`config.mk`:
```
export PLATFORM = sky130hd
export DESIGN_NAME = exec_sequencer
export DESIGN_NICKNAME = d
export VERILOG_FILES = /design/src/rtl/exec_pkg.sv /design/src/rtl/exec_cond_check.sv /design/src/rtl/exec_sequencer.sv
export SDC_FILE = /design/constraint.sdc
export NUM_CORES = 1
export LEC_CHECK = 0
export BUFFER_PORTS_ARGS = -buffer_cell sky130_fd_sc_hd__clkbuf_2
export CAP_MARGIN = 40
export CORE_MARGIN = 2
export CORE_UTILIZATION = 40
export CTS_BUF_LIST = sky130_fd_sc_hd__clkbuf_8 sky130_fd_sc_hd__clkbuf_16
export CTS_CLUSTER_DIAMETER = 30
export DETAILED_ROUTE_END_ITERATION = 8
export GPL_TIMING_DRIVEN = 0
export MAX_ROUTING_LAYER = met4
export PLACE_DENSITY = 0.79
export RECOVER_POWER = 100
export SLEW_MARGIN = 25
export SYNTH_ARGS = -nofsm -noshare
export SYNTH_HDL_FRONTEND = slang
export SYNTH_HIERARCHICAL = 1
export SYNTH_SLANG_ARGS = --single-unit
```
`constraint.sdc`:
```
create_clock -name clock -period 2.1 [get_ports clock]
set_input_delay 0.105 -clock clock [delete_from_list [all_inputs] [get_ports clock]]
set_output_delay 0.105 -clock clock [all_outputs]
set_load 0.03 [all_outputs]
```
`src/rtl/exec_pkg.sv`:
```
// Shared types for the execute sequencer: FSM states, ARM condition codes
// and flag bit positions within the 4-bit flags bus.
package exec_pkg;

    typedef enum logic [1:0] {
        IDLE = 2'd0,
        EXEC = 2'd1,
        WB   = 2'd2
    } state_t;

    typedef enum logic [3:0] {
        COND_EQ = 4'h0, COND_NE = 4'h1, COND_CS = 4'h2, COND_CC = 4'h3,
        COND_MI = 4'h4, COND_PL = 4'h5, COND_VS = 4'h6, COND_VC = 4'h7,
        COND_HI = 4'h8, COND_LS = 4'h9, COND_GE = 4'hA, COND_LT = 4'hB,
        COND_GT = 4'hC, COND_LE = 4'hD, COND_AL = 4'hE, COND_NV = 4'hF
    } cond_t;

    typedef enum int {
        FLAG_V = 0,
        FLAG_N = 1,
        FLAG_C = 2,
        FLAG_Z = 3
    } flag_idx_t;

endpackage

```
`src/rtl/exec_cond_check.sv`:
```
// Combinational ARM condition-code evaluator: pass=1 when the op should execute.
// Only instantiated when EXEC_SEQ_COND_EN is defined.
module exec_cond_check
    import exec_pkg::*;
(
    input  logic [3:0] cond,
    input  logic [3:0] flags,
    output logic       pass
);

    logic z, c, n, v;

    assign z = flags[FLAG_Z];
    assign c = flags[FLAG_C];
    assign n = flags[FLAG_N];
    assign v = flags[FLAG_V];

    always_comb begin
        pass = 1'b0;
        case (cond_t'(cond))
            COND_EQ: pass = z;
            COND_NE: pass = ~z;
            COND_CS: pass = c;
            COND_CC: pass = ~c;
            COND_MI: pass = n;
            COND_PL: pass = ~n;
            COND_VS: pass = v;
            COND_VC: pass = ~v;
            COND_HI: pass = c & ~z;
            COND_LS: pass = ~c | z;
            COND_GE: pass = (n == v);
            COND_LT: pass = (n != v);
            COND_GT: pass = ~z & (n == v);
            COND_LE: pass = z | (n != v);
            COND_AL: pass = 1'b1;
            default: pass = 1'b0;
        endcase
    end

endmodule

```
`src/rtl/exec_sequencer.sv`:
```
// Execute-stage sequencer: IDLE -> EXEC -> WB per op, one op every 2 cycles.
// Define EXEC_SEQ_COND_EN to gate write-back on the op's ARM condition code.
module exec_sequencer
    import exec_pkg::*;
#(
    parameter int SEL_W = 4,
    parameter int UOP_W = 5,
    parameter int CNT_W = 16
) (
    input  logic             clock,
    input  logic             reset_n,
    input  logic             op_valid,
    output logic             op_ready,
    input  logic [UOP_W-1:0] op_uop,
    input  logic [SEL_W-1:0] op_rd,
    input  logic [SEL_W-1:0] op_rn,
    input  logic [SEL_W-1:0] op_rm,
    input  logic             op_wb,
    input  logic             op_setf,
    input  logic [3:0]       op_cond,
    input  logic [3:0]       flags,
    output logic [SEL_W-1:0] sel_p0,
    output logic [SEL_W-1:0] sel_p1,
    output logic [SEL_W-1:0] sel_in,
    output logic [UOP_W-1:0] alu_uop,
    output logic             reg_we,
    output logic             flags_we,
    output logic             busy,
    output logic             retire,
    output logic             skipped,
    output logic [CNT_W-1:0] op_count
);

    state_t           state, state_nx;
    logic             accept;
    logic             pass_now;
    logic             pass_p1;
    logic [SEL_W-1:0] rd_p0;
    logic             wb_p0, setf_p0;

    assign accept = op_valid & op_ready;

`ifdef EXEC_SEQ_COND_EN
    logic [3:0] cond_p0;

    always_ff @(posedge clock or negedge reset_n) begin
        if (!reset_n)    cond_p0 <= 4'd0;
        else if (accept) cond_p0 <= op_cond;
    end

    exec_cond_check u_cond (
        .cond  (cond_p0),
        .flags (flags),
        .pass  (pass_now)
    );

    assign skipped = (state == WB) & ~pass_p1;
`else
    logic unused_ok;
    assign unused_ok = ^{op_cond, flags};
    assign pass_now  = 1'b1;
    assign skipped   = 1'b0;
`endif

    always_ff @(posedge clock or negedge reset_n) begin
        if (!reset_n) state <= IDLE;
        else          state <= state_nx;
    end

    // Ready is asserted in WB so the next op enters EXEC right behind the write.
    always_comb begin
        state_nx = state;
        op_ready = 1'b1;
        busy     = 1'b0;
        retire   = 1'b0;
        reg_we   = 1'b0;
        flags_we = 1'b0;
        sel_in   = '0;
        case (state)
            IDLE: begin
                if (op_valid) state_nx = EXEC;
            end
            EXEC: begin
                op_ready = 1'b0;
                busy     = 1'b1;
                state_nx = WB;
            end
            WB: begin
                busy     = 1'b1;
                retire   = 1'b1;
                sel_in   = rd_p0;
                reg_we   = wb_p0 & pass_p1;
                flags_we = setf_p0 & pass_p1;
                state_nx = op_valid ? EXEC : IDLE;
            end
            default: state_nx = IDLE;
        endcase
    end

    // Op capture on accept; read selects and uop hold until the next accept.
    always_ff @(posedge clock or negedge reset_n) begin
        if (!reset_n) begin
            sel_p0  <= '0;
            sel_p1  <= '0;
            alu_uop <= '0;
            rd_p0   <= '0;
            wb_p0   <= 1'b0;
            setf_p0 <= 1'b0;
        end else if (accept) begin
            sel_p0  <= op_rn;
            sel_p1  <= op_rm;
            alu_uop <= op_uop;
            rd_p0   <= op_rd;
            wb_p0   <= op_wb;
            setf_p0 <= op_setf;
        end
    end

    // Condition result is frozen at the end of EXEC so WB is immune to flag changes.
    always_ff @(posedge clock or negedge reset_n) begin
        if (!reset_n) begin
            pass_p1  <= 1'b0;
            op_count <= '0;
        end else begin
            if (state == EXEC) pass_p1 <= pass_now;
            if (state == WB)   op_count <= op_count + CNT_W'(1);
        end
    end

endmodule

```
Word level (Yosys, flattened, before mapping)

Index checks and enable logic that the tools add are counted.

Register bits: 38
Logic and storage cells: 27

Add/subtract/negate cells: 1
Equal/unequal tests: 3
Muxes and demuxes: 9
Bitwise logic cells: 3
Reductions and logical operators: 2

Operators by type and width:

| operator                | number |
|---|---|
| $add A16 B1 Y16 const B | 1 |
| $mux W1                 | 6 |
| $pmux W2 S3             | 1 |
| $mux W4                 | 1 |
| $and A1 B1 Y1           | 3 |
| $eq A2 B1 Y1 const B    | 1 |
| $eq A2 B2 Y1 const B    | 1 |
| $logic_not A2 Y1        | 1 |
| $mux W2                 | 1 |
| $ne A2 B2 Y1 const B    | 1 |
| $reduce_or A2 Y1        | 1 |

Logic depth before layout (Yosys ltp)

Depth after elaboration: 3
Depth in mapped cells: 5

Worst setup path after synthesis

OpenSTA, ideal clock, no wires.

Path type: register to register
Start: register state[0]
End: register op_count[13]
Library setup time: 0.080 ns
Arrival time: 1.622 ns
Required time: 2.020 ns
Path slack: 0.397 ns
Cell stages (with the launch flop): 6
Path through: dfrtp_1 inv_1 ha_1 nand4_2 nor4_4 xor2_1

Word-level cells in the longest chain between the ends: 1

Ends and longest elaborated chain:

| item                     | line                  | source |
|---|---|---|
| start: declaration       | exec_sequencer.sv:34  | `state_t state, state_nx;` |
| start signal: assignment | exec_sequencer.sv:67  | `else state <= state_nx;` |
| $eq A2 B2 Y1             | exec_sequencer.sv:126 | `if (state == WB) op_count <= op_count + CNT_W'(1);` |
| end signal: assignment   | exec_sequencer.sv:126 |  |
| end: declaration         | exec_sequencer.sv:31  | `output logic [CNT_W-1:0] op_count` |

Every way passes these cells.
A chain may end at the register's enable or synchronous reset.

Worst setup path after layout

Start: register state[0]
End: output port flags_we

Word-level cells in the longest chain between the ends: 2

Ends and longest elaborated chain:

| item             | line                 | source |
|---|---|---|
| $eq A2 B2 Y1     | exec_sequencer.sv:79 | `case (state)` |
| $mux W1          | exec_sequencer.sv:79 |  |
| end: declaration | exec_sequencer.sv:27 | `output logic flags_we,` |

Every way passes these cells.

==> impl_results.md <==
* Outcome: finished, final reports clean
* Drt first pass iters at 2
* Slowest cell on the critical path: dfrtp_1
* Ys Warns at 6
* DIE AREA at around 4800 sq um
* Fmax at 513 MHz
* Max incr delay on CP at 0.41 ns
* Largest net degree at the start of global routing at 22
* Worst skew pair latency at 0.29 ns
* Top Metal Used: met4
* Initial antenna violation count at 0
* Worst VDD drop at a little under 0.7 mV
* Critical Path Sink Type: output port
* Worst Setup Start Kind: flop
* Most common cell after layout, fill and taps aside: dfrtp_1
* Crit path DAT at 1.85 ns
* I/O Buffers at 59
* Post-placement cell count at 235
* Post-Syn Area at 1690 sq um
* Setup violators final at 0
* Core ar. at 4030 sq um
* # diodes at 0
* Antenna viol nets, final at 0
* Met2 wire len at 1.47 mm
* Max Cap Viol at 0
* First-pass GRT wire length at 5.00 mm
* Clock tree buffer depth at 2
* Post-CTS Setup Inserts at 0
* Commonest non-fill, non-tap cells in the layout: dfrtp_1 (38), clkbuf_1 (34), clkbuf_2 (28)
* Synthesized Nets at 160
* Initial Utilization at between 40% and 50%
* Critical path cell sequence: inv_1 -> ha_1 -> clkbuf_1 -> and3_1 -> clkbuf_2
* Die Height at 69.0 um
* HPWL after detailed placement at between 2 and 2.5 mm
* CTS Hold Bufs at 1
* H-tree depth at 2
* Slew @ Worst Pin at between 0.9 and 1 ns
* Rel. slew slack at between 30% and 40%
* Core Rows at 23
* Clk root buf: clkbuf_8
* Util after Layout at 51.2%
* Ratio of total power to cell area at 1290 nW/um^2
* Met3 wire len at 195 um
* Syn avg cell area at around 14 sq um
* Routed wire length at 3.25 mm
* GRT Total Usage at 15.0%
* Filler instances at approximately 380
* Worst path required time at 2.00 ns
* Synth Instances at ~130
* Non-filler cells, final at 244
* Vias at 1,159
* Share of layout cells above drive strength 1 at between 30% and 40%
* Num Clock Sinks at 38
* Final hold slack at 0.0283 ns
* Number of global-route vias before repair at approximately 1,100
* Unrepaired setup endpoints after global routing: false
* Fin. Hold Viols at 0
* Count of different cell masters after synthesis at 27
* Area growth from synthesis to layout at 22.1%
* Worst Skew at 0.00474 ns
* Routed length per instance at 13.3 um
* Initial DRC count at 32
* Tcrit/Tclk final at 92.9%
* Gr ovfl total at 0
* Fin nets at 228
* Critical path peak fanout at 10
* Clk pin slew, worst setup/hold paths at 0.07 ns
* CTS Buf Count at 5
* Setup CP Type: reg2out
* CTS tree: done
* Max-slew violation count at 0
* Resized Gates After CTS at 0
* WL met1 at 1.53 mm
* Hold Path Class: in2reg
* Min Tclk post-route at about 2.0 ns
* Post-synthesis sequential area ratio at 56.3%
* Num ports at 69
* Placer Congestion at 0.651
* Synthesized flop and latch total at 38
* Design Power at 2.67 mW
* Vias per std cell at 4.75
* DRC violations left at 0
* DIE WIDTH at a little under 70 um
* TNS Setup at 0 ns
* Leak at 0.986 nW
-- worst max-delay path, delay by kind of cell, from the launching register on --
kind | cells | cell delay [ns]
simple gates | 1 | 0.22
fa+ha+maj | 1 | 0.24
buf+inv | 3 | 0.68
flops | 1 | 0.41
-- state kept, by name (all words and copies together), names as in the netlist --
| name | cells |
|---|---|
| op_count | 16 |
| sel_p0 | 4 |
| alu_uop | 5 |
| pass_p1 | 1 |
| sel_p1 | 4 |
| wb_p0 | 1 |
| rd_p0 | 4 |
| setf_p0 | 1 |
| state | 2 |
-- through the flow --
stage | area [sq um] | worst slack, ns
after global routing | 2060 | 0.0330
after CTS | 2180 | 0.103
after global placement | 2050 | 0.331
after floorplan | 1690 | 0.397
final | 2060 | 0.149
after detailed placement | 2070 | 0.342
-- logic make-up after synthesis --
family	count (synthesis)	share of synthesized area, %
xor+xnor	15	7.78
flops	38	56.3
simple gates	35	15.6
fa+ha+maj	5	3.70
mux	20	13.3
other cells	1	0.222
compound gates	2	0.815
buf+inv	9	2.30
-- routing by layer --
| metal | track usage [%] | up-vias |
|---|---|---|
| met5 | - | - |
| met4 | 7.35 | 0 |
| met3 | 3.90 | 8 |
| met2 | 21.6 | 46 |
| met1 | 19.5 | 544 |
| li1 | - | 561 |
-- power by group --
part / switching, mW / leakage [nW] / internal [mW]
combinational: 0.715 / 0.462 / 0.346
clock: 0.249 / 0.0524 / 0.260
sequential: 0.155 / 0.471 / 0.941
-- Yosys cell counts --
library cell | number | area share [%]
and2_1 | 4 | 1.5
and3_1 | 3 | 1.1
buf_2 | 1 | 0.30
buf_4 | 1 | 0.44
clkbuf_1 | 1 | 0.22
conb_1 | 1 | 0.22
dfrtp_1 | 38 | 56
ha_1 | 5 | 3.7
inv_1 | 6 | 1.3
mux2_1 | 1 | 0.67
mux2_2 | 19 | 13
nand2_1 | 6 | 1.3
nand2b_1 | 1 | 0.37
nand3_1 | 3 | 0.89
nand4_1 | 2 | 0.74
nand4_2 | 2 | 1.5
nand4_4 | 1 | 1.3
nor2_1 | 3 | 0.67
nor2_4 | 1 | 0.67
nor3_1 | 4 | 1.2
nor4_2 | 2 | 1.5
nor4_4 | 2 | 2.5
o21ai_0 | 1 | 0.30
o32ai_1 | 1 | 0.52
or2_2 | 1 | 0.37
xnor2_1 | 6 | 3.1
xor2_1 | 9 | 4.7
-- layout make-up --
| class | count | area (sq um) | share of cell area, % |
|---|---|---|---|
| flip-flops and latches | 38 | 951 | 46.1 |
| plain buffers | 3 | 16.3 | 0.788 |
| clock buffers | 6 | 82.6 | 4.00 |
| multi-input cells | 78 | 651 | 31.5 |
| inverters | 6 | 22.5 | 1.09 |
| clock inverters | 2 | 8.76 | 0.424 |
| repair buffers | 61 | 269 | 13.0 |
| well taps | 50 | 62.6 | 3.03 |
-- final timing paths --
| check | start | endpoint | slack [ns] | cells past startpoint |
|---|---|---|---|---|
| setup / recovery | state[0]$_DFFE_PN0P_ | flags_we | 0.15 | 5 |
| hold / removal | op_rd[3] | rd_p0[3]$_DFFE_PN0P_ | 0.03 | 2 |
| setup reg to reg | state[0]$_DFFE_PN0P_ | op_count[13]$_DFFE_PN0N_ | 0.29 | 5 |
| hold reg to reg | op_count[15]$_DFFE_PN0N_ | op_count[15]$_DFFE_PN0N_ | 0.47 | 1 |
| max in group asynchronous | reset_n | op_count[7]$_DFFE_PN0N_ | 0.53 | 3 |
| min in group asynchronous | reset_n | op_count[14]$_DFFE_PN0N_ | 0.50 | 2 |
Power figures use the tool's default switching activity.
